<file path="config.mk">
export PLATFORM = sky130hd
export DESIGN_NAME = jtkunio_scr_rom
export DESIGN_NICKNAME = d
export VERILOG_FILES = /design/src/rtl/jtkunio_scr_rom.sv
export SDC_FILE = /design/constraint.sdc
export NUM_CORES = 1
export LEC_CHECK = 0
export CAP_MARGIN = 0
export CORE_MARGIN = 5
export CORE_UTILIZATION = 49
export DETAILED_ROUTE_END_ITERATION = 8
export GPL_TIMING_DRIVEN = 0
export HOLD_SLACK_MARGIN = 0.06
export PLACE_DENSITY_LB_ADDON = 0.1
export SLEW_MARGIN = 10
export SYNTH_ARGS = -nofsm -noshare
export SYNTH_HDL_FRONTEND = slang
export SYNTH_SLANG_ARGS = --single-unit
</file>
<file path="constraint.sdc">
create_clock -name clk -period 2.3 [get_ports clk]
set_input_delay 0.46 -clock clk [delete_from_list [all_inputs] [get_ports clk]]
set_output_delay 0.46 -clock clk [all_outputs]
set_load 0.1 [all_outputs]
</file>
<file path="src/rtl/jtkunio_scr_rom.sv">
// Scroll-layer ROM adapter: one-entry 32-bit cache filled by two 16-bit
// external memory reads, low half first.
module jtkunio_scr_rom #(
  parameter int          AW     = 17,
  parameter logic [21:0] OFFSET = 22'h0
) (
  input  logic          clk,
  input  logic          rst_n,
  input  logic          rom_cs,
  input  logic [AW-1:0] rom_addr,
  output logic [31:0]   rom_data,
  output logic          rom_ok,
  output logic [21:0]   sdram_addr,
  output logic          sdram_req,
  input  logic          sdram_ack,
  input  logic          sdram_rdy,
  input  logic [15:0]   sdram_din
);

  typedef enum logic [2:0] {
    IDLE    = 3'd0,
    REQ_LO  = 3'd1,
    WAIT_LO = 3'd2,
    REQ_HI  = 3'd3,
    WAIT_HI = 3'd4
  } state_t;

  state_t        state_q, state_d;
  logic [AW-2:0] tag_q, tag_d;
  logic [AW-2:0] pend_q, pend_d;
  logic          valid_q, valid_d;
  logic [31:0]   data_q, data_d;
  logic          req_q, req_d;
  logic [21:0]   addr_q, addr_d;
  logic          hit;

  // Bit 0 selects nothing: the pair of 16-bit halves is always fetched.
  logic unused_addr_lsb;
  assign unused_addr_lsb = rom_addr[0];

  assign hit        = valid_q && (tag_q == rom_addr[AW-1:1]);
  assign rom_ok     = rom_cs && hit;
  assign rom_data   = data_q;
  assign sdram_req  = req_q;
  assign sdram_addr = addr_q;

  always_comb begin
    state_d = state_q;
    tag_d   = tag_q;
    pend_d  = pend_q;
    valid_d = valid_q;
    data_d  = data_q;
    req_d   = req_q;
    addr_d  = addr_q;
    case (state_q)
      IDLE: begin
        if (rom_cs && !hit) begin
          pend_d  = rom_addr[AW-1:1];
          valid_d = 1'b0;
          req_d   = 1'b1;
          addr_d  = OFFSET + 22'({rom_addr[AW-1:1], 1'b0});
          state_d = REQ_LO;
        end
      end
      // In request states only the ack matters; a coincident rdy is dropped.
      REQ_LO: begin
        if (sdram_ack) begin
          req_d   = 1'b0;
          state_d = WAIT_LO;
        end
      end
      WAIT_LO: begin
        if (sdram_rdy) begin
          data_d[15:0] = sdram_din;
          req_d        = 1'b1;
          addr_d       = OFFSET + 22'({pend_q, 1'b1});
          state_d      = REQ_HI;
        end
      end
      REQ_HI: begin
        if (sdram_ack) begin
          req_d   = 1'b0;
          state_d = WAIT_HI;
        end
      end
      WAIT_HI: begin
        if (sdram_rdy) begin
          data_d[31:16] = sdram_din;
          tag_d         = pend_q;
          valid_d       = 1'b1;
          state_d       = IDLE;
        end
      end
      default: begin
        req_d   = 1'b0;
        state_d = IDLE;
      end
    endcase
  end

  always_ff @(posedge clk or negedge rst_n) begin
    if (!rst_n) begin
      state_q <= IDLE;
      tag_q   <= '0;
      pend_q  <= '0;
      valid_q <= 1'b0;
      data_q  <= 32'h0;
      req_q   <= 1'b0;
      addr_q  <= 22'h0;
    end else begin
      state_q <= state_d;
      tag_q   <= tag_d;
      pend_q  <= pend_d;
      valid_q <= valid_d;
      data_q  <= data_d;
      req_q   <= req_d;
      addr_q  <= addr_d;
    end
  end

endmodule
</file>
==> results.md <==
* Gpl congestion at 0.767
* H-tree level count at 3
* Tmin final at 2.37 ns
* CTS Buffer Depth at 2
* Via density at 5.32
* Critical setup path kind: in2out
* Warnings from Yosys at 0
* # DRC at 0
* Async set or reset register ratio after synthesis at 100%
* MaxCap Viol Count at 0
* CP Data Required Time at 1.84 ns
* Slew Limit Fails at 0
* Die area at 9290 µm²
* Min-delay src: rom_data[11]
* Antenna Nets Post-Route at 0
* Critical Path AT at 1.91 ns
* Port bufs at 87
* CTS tree: done
* FF/Latch Area at 2150 µm²
* Die Y at 96.4 µm
* Slew margin rel. at 34.8%
* Most common flop cell mapped by yosys: dfrtp_1
* Drt first pass iters at 4
* GRT Resource Usage Total at 19.7%
* Starting Density at 50.4%
* Clock Latency Late Sink at 0.35 ns
* Crit share post-route at 103%
* Sequential fraction of the synthesis area at 58.9%
* Via count at 2616
* Outcome: finished, violations left
* Syn-to-layout area delta at 34.6%
* Final hold violations at 0
* Beginning of the critical path: rom_addr[8]
* Number of global-route vias before repair at 2749
* Crit-path leading delay family: simple AND/OR/NAND/NOR gates
* Post-synth EDFFs at 0
* Top Ports at 94
* Initial antenna violation count at 0
* Max Clk Rate at 422 MHz
* Routed WL per cell at 17.5 µm
* Share of layout cells above drive strength 1 at 24.9%
* Setup crit end kind: output port
* Starting DRT DRC Count at 102
* CP max FO at 3
* Avg Cell Area, Syn at 12.9 µm²
* Slew @ Worst Pin at 0.982 ns
* Core Region at 7250 µm²
* Largest net degree at the start of global routing at 57
* CP max-delay cell: nor4_2
* TritonCTS Buffers at 9
* Multi-input gate area at 1410 µm²
* Clock skew at 0.0102 ns
* Fill count at 587
* Netlist cell types at 32
* Failing checks: negative setup slack
* Most frequent cells in the layout: dfrtp_1 (86), dlygate4sd2_1 (65), nand2_1 (51), mux2_2 (48), clkdlybuf4s50_1 (20)
* # rows at 31
* Final worst setup slack at -0.0689 ns
* Commonest non-fill, non-tap cell in the layout: dfrtp_1
* R2R Path Start: tag_q[7]
* #FFs+latches synth at 86
* Crit path largest cell delay at 0.30 ns
* Clock root buffer master: clkbuf_8
* Hold crit path type: reg2reg
* GR Overflow Total at 0
* Cells after synthesis at 283
* CP Cell Sequence: dlygate4sd2_1 > xor2_1 > nor4_2 > nand3_2 > nor3_4 > buf_12
* Die width at 96.4 µm
* Fin nets at 426
* RSZ-0062 raised after global routing: true
* Setup violations, final at 1
* Global-route wire length before repair at 13700 µm
* Clock-pin slew on the worst setup and hold paths at 0.09 ns
* Crit path launch type: input port
* Worst Path Buf+Inv at 2
* Antenna diode count at 0
* Routed WL at 8630 µm
* Synthesized area at 3650 µm²
* Num Clock Sinks at 86
* Hpwl dp at 5990 µm
* Final hold slack at 0.475 ns
[logic make-up (layout without fill, tap and decap cells)]
| kind of cell | count (synthesis) | in the layout | share of synthesized area, % |
|---|---|---|---|
| buf+inv | 24 | 130 | 3.80 |
| simple gates | 68 | 68 | 8.11 |
| flops | 86 | 86 | 58.9 |
| other cells | 1 | 5 | 0.103 |
| mux | 48 | 48 | 14.8 |
| xor+xnor | 17 | 17 | 4.07 |
| compound gates | 39 | 39 | 10.2 |
[what timing repair did]
item / CTS / global route
resized for setup: 76 / 9
setup endpoints to repair: 87 / 51
hold endpoints to repair: 30 / 0
buffers inserted: 1 / 0
pin swaps: 7 / 0
hold buffers: 1 / 0
[path summary, 6_finish.rpt]
path,endpoint,slack (ns),cells past startpoint
worst min-delay path,rom_data[11],0.47,2
worst max-delay path,rom_ok,-0.07,6
worst max register to register,pend_q[11],0.03,6
min in group asynchronous,sdram_addr[13],0.62,2
max in group asynchronous,rom_data[10],1.08,3
worst min register to register,rom_data[11],0.47,2
[final cells by class]
class                           instances  share of cell area, %
Buffer                                 22                   2.85
Clock buffer                            9                   2.52
Clock inverter                          7                   2.47
Inverter                                2                  0.153
Multi-Input combinational cell        177                   28.6
Sequential cell                        86                   43.7
Tap cell                               99                   2.52
Timing Repair Buffer                   90                   17.1
[registers in the layout, indices dropped and copies added, names as in the netlist]
register / flops
rom_data: 32
state_q: 3
sdram_addr: 17
sdram_req: 1
valid_q: 1
pend_q: 16
tag_q: 16
[routing by layer]
| metal | track usage (%) | vias to the layer above | part of all wire, % | wire length (µm) |
|---|---|---|---|---|
| met4 | 6.66 | 0 | 1.1 | 93 |
| li1 | - | 1209 | - | - |
| met2 | 30.5 | 69 | 48 | 4190 |
| met5 | 0 | - | 0 | 0 |
| met3 | 3.83 | 9 | 4.9 | 421 |
| met1 | 27.9 | 1329 | 46 | 3930 |
[worst min-delay path: stages (launching register included)]
cell	delay (ns)
dfrtp_1	0.35
nand2_1	0.05
nand2_1	0.05
[Yosys cell counts, types with 2 or more instances]
master    number  share of area, %
buf_2          5              0.68
nor3_1         2              0.27
o21a_1         3              0.62
nand2_1       51               5.2
clkbuf_1       6              0.62
nand3_1        3              0.41
inv_1          2              0.21
buf_4          6               1.2
dfrtp_1       86                59
xor2_1        16               3.8
o221a_1       10               3.1
o221a_2        6               1.8
buf_1          2              0.21
nor4_1         3              0.51
nor2_1         3              0.31
mux2_2        48                15
o22a_1        16               3.8
[through the flow]
| step | TNS [ns] | instance area (µm²) | util, % | instances | worst slack, ns |
|---|---|---|---|---|---|
| floorplan | -0.0327 | 3680 | - | 287 | -0.0327 |
| global route | -1.41 | 4920 | 67.8 | 492 | -0.175 |
| global placement | -228.34 | 4680 | 64.5 | 473 | -2.38 |
| CTS | -0.120 | 4900 | 67.6 | 492 | -0.117 |
| finish | -0.0689 | 4920 | 67.8 | 492 | -0.0689 |
| detailed placement | -27.63 | 4700 | 64.8 | 474 | -1.26 |
Power is not shown: default switching activity piles up to over one toggle a cycle in this logic, so the estimate is an artifact.
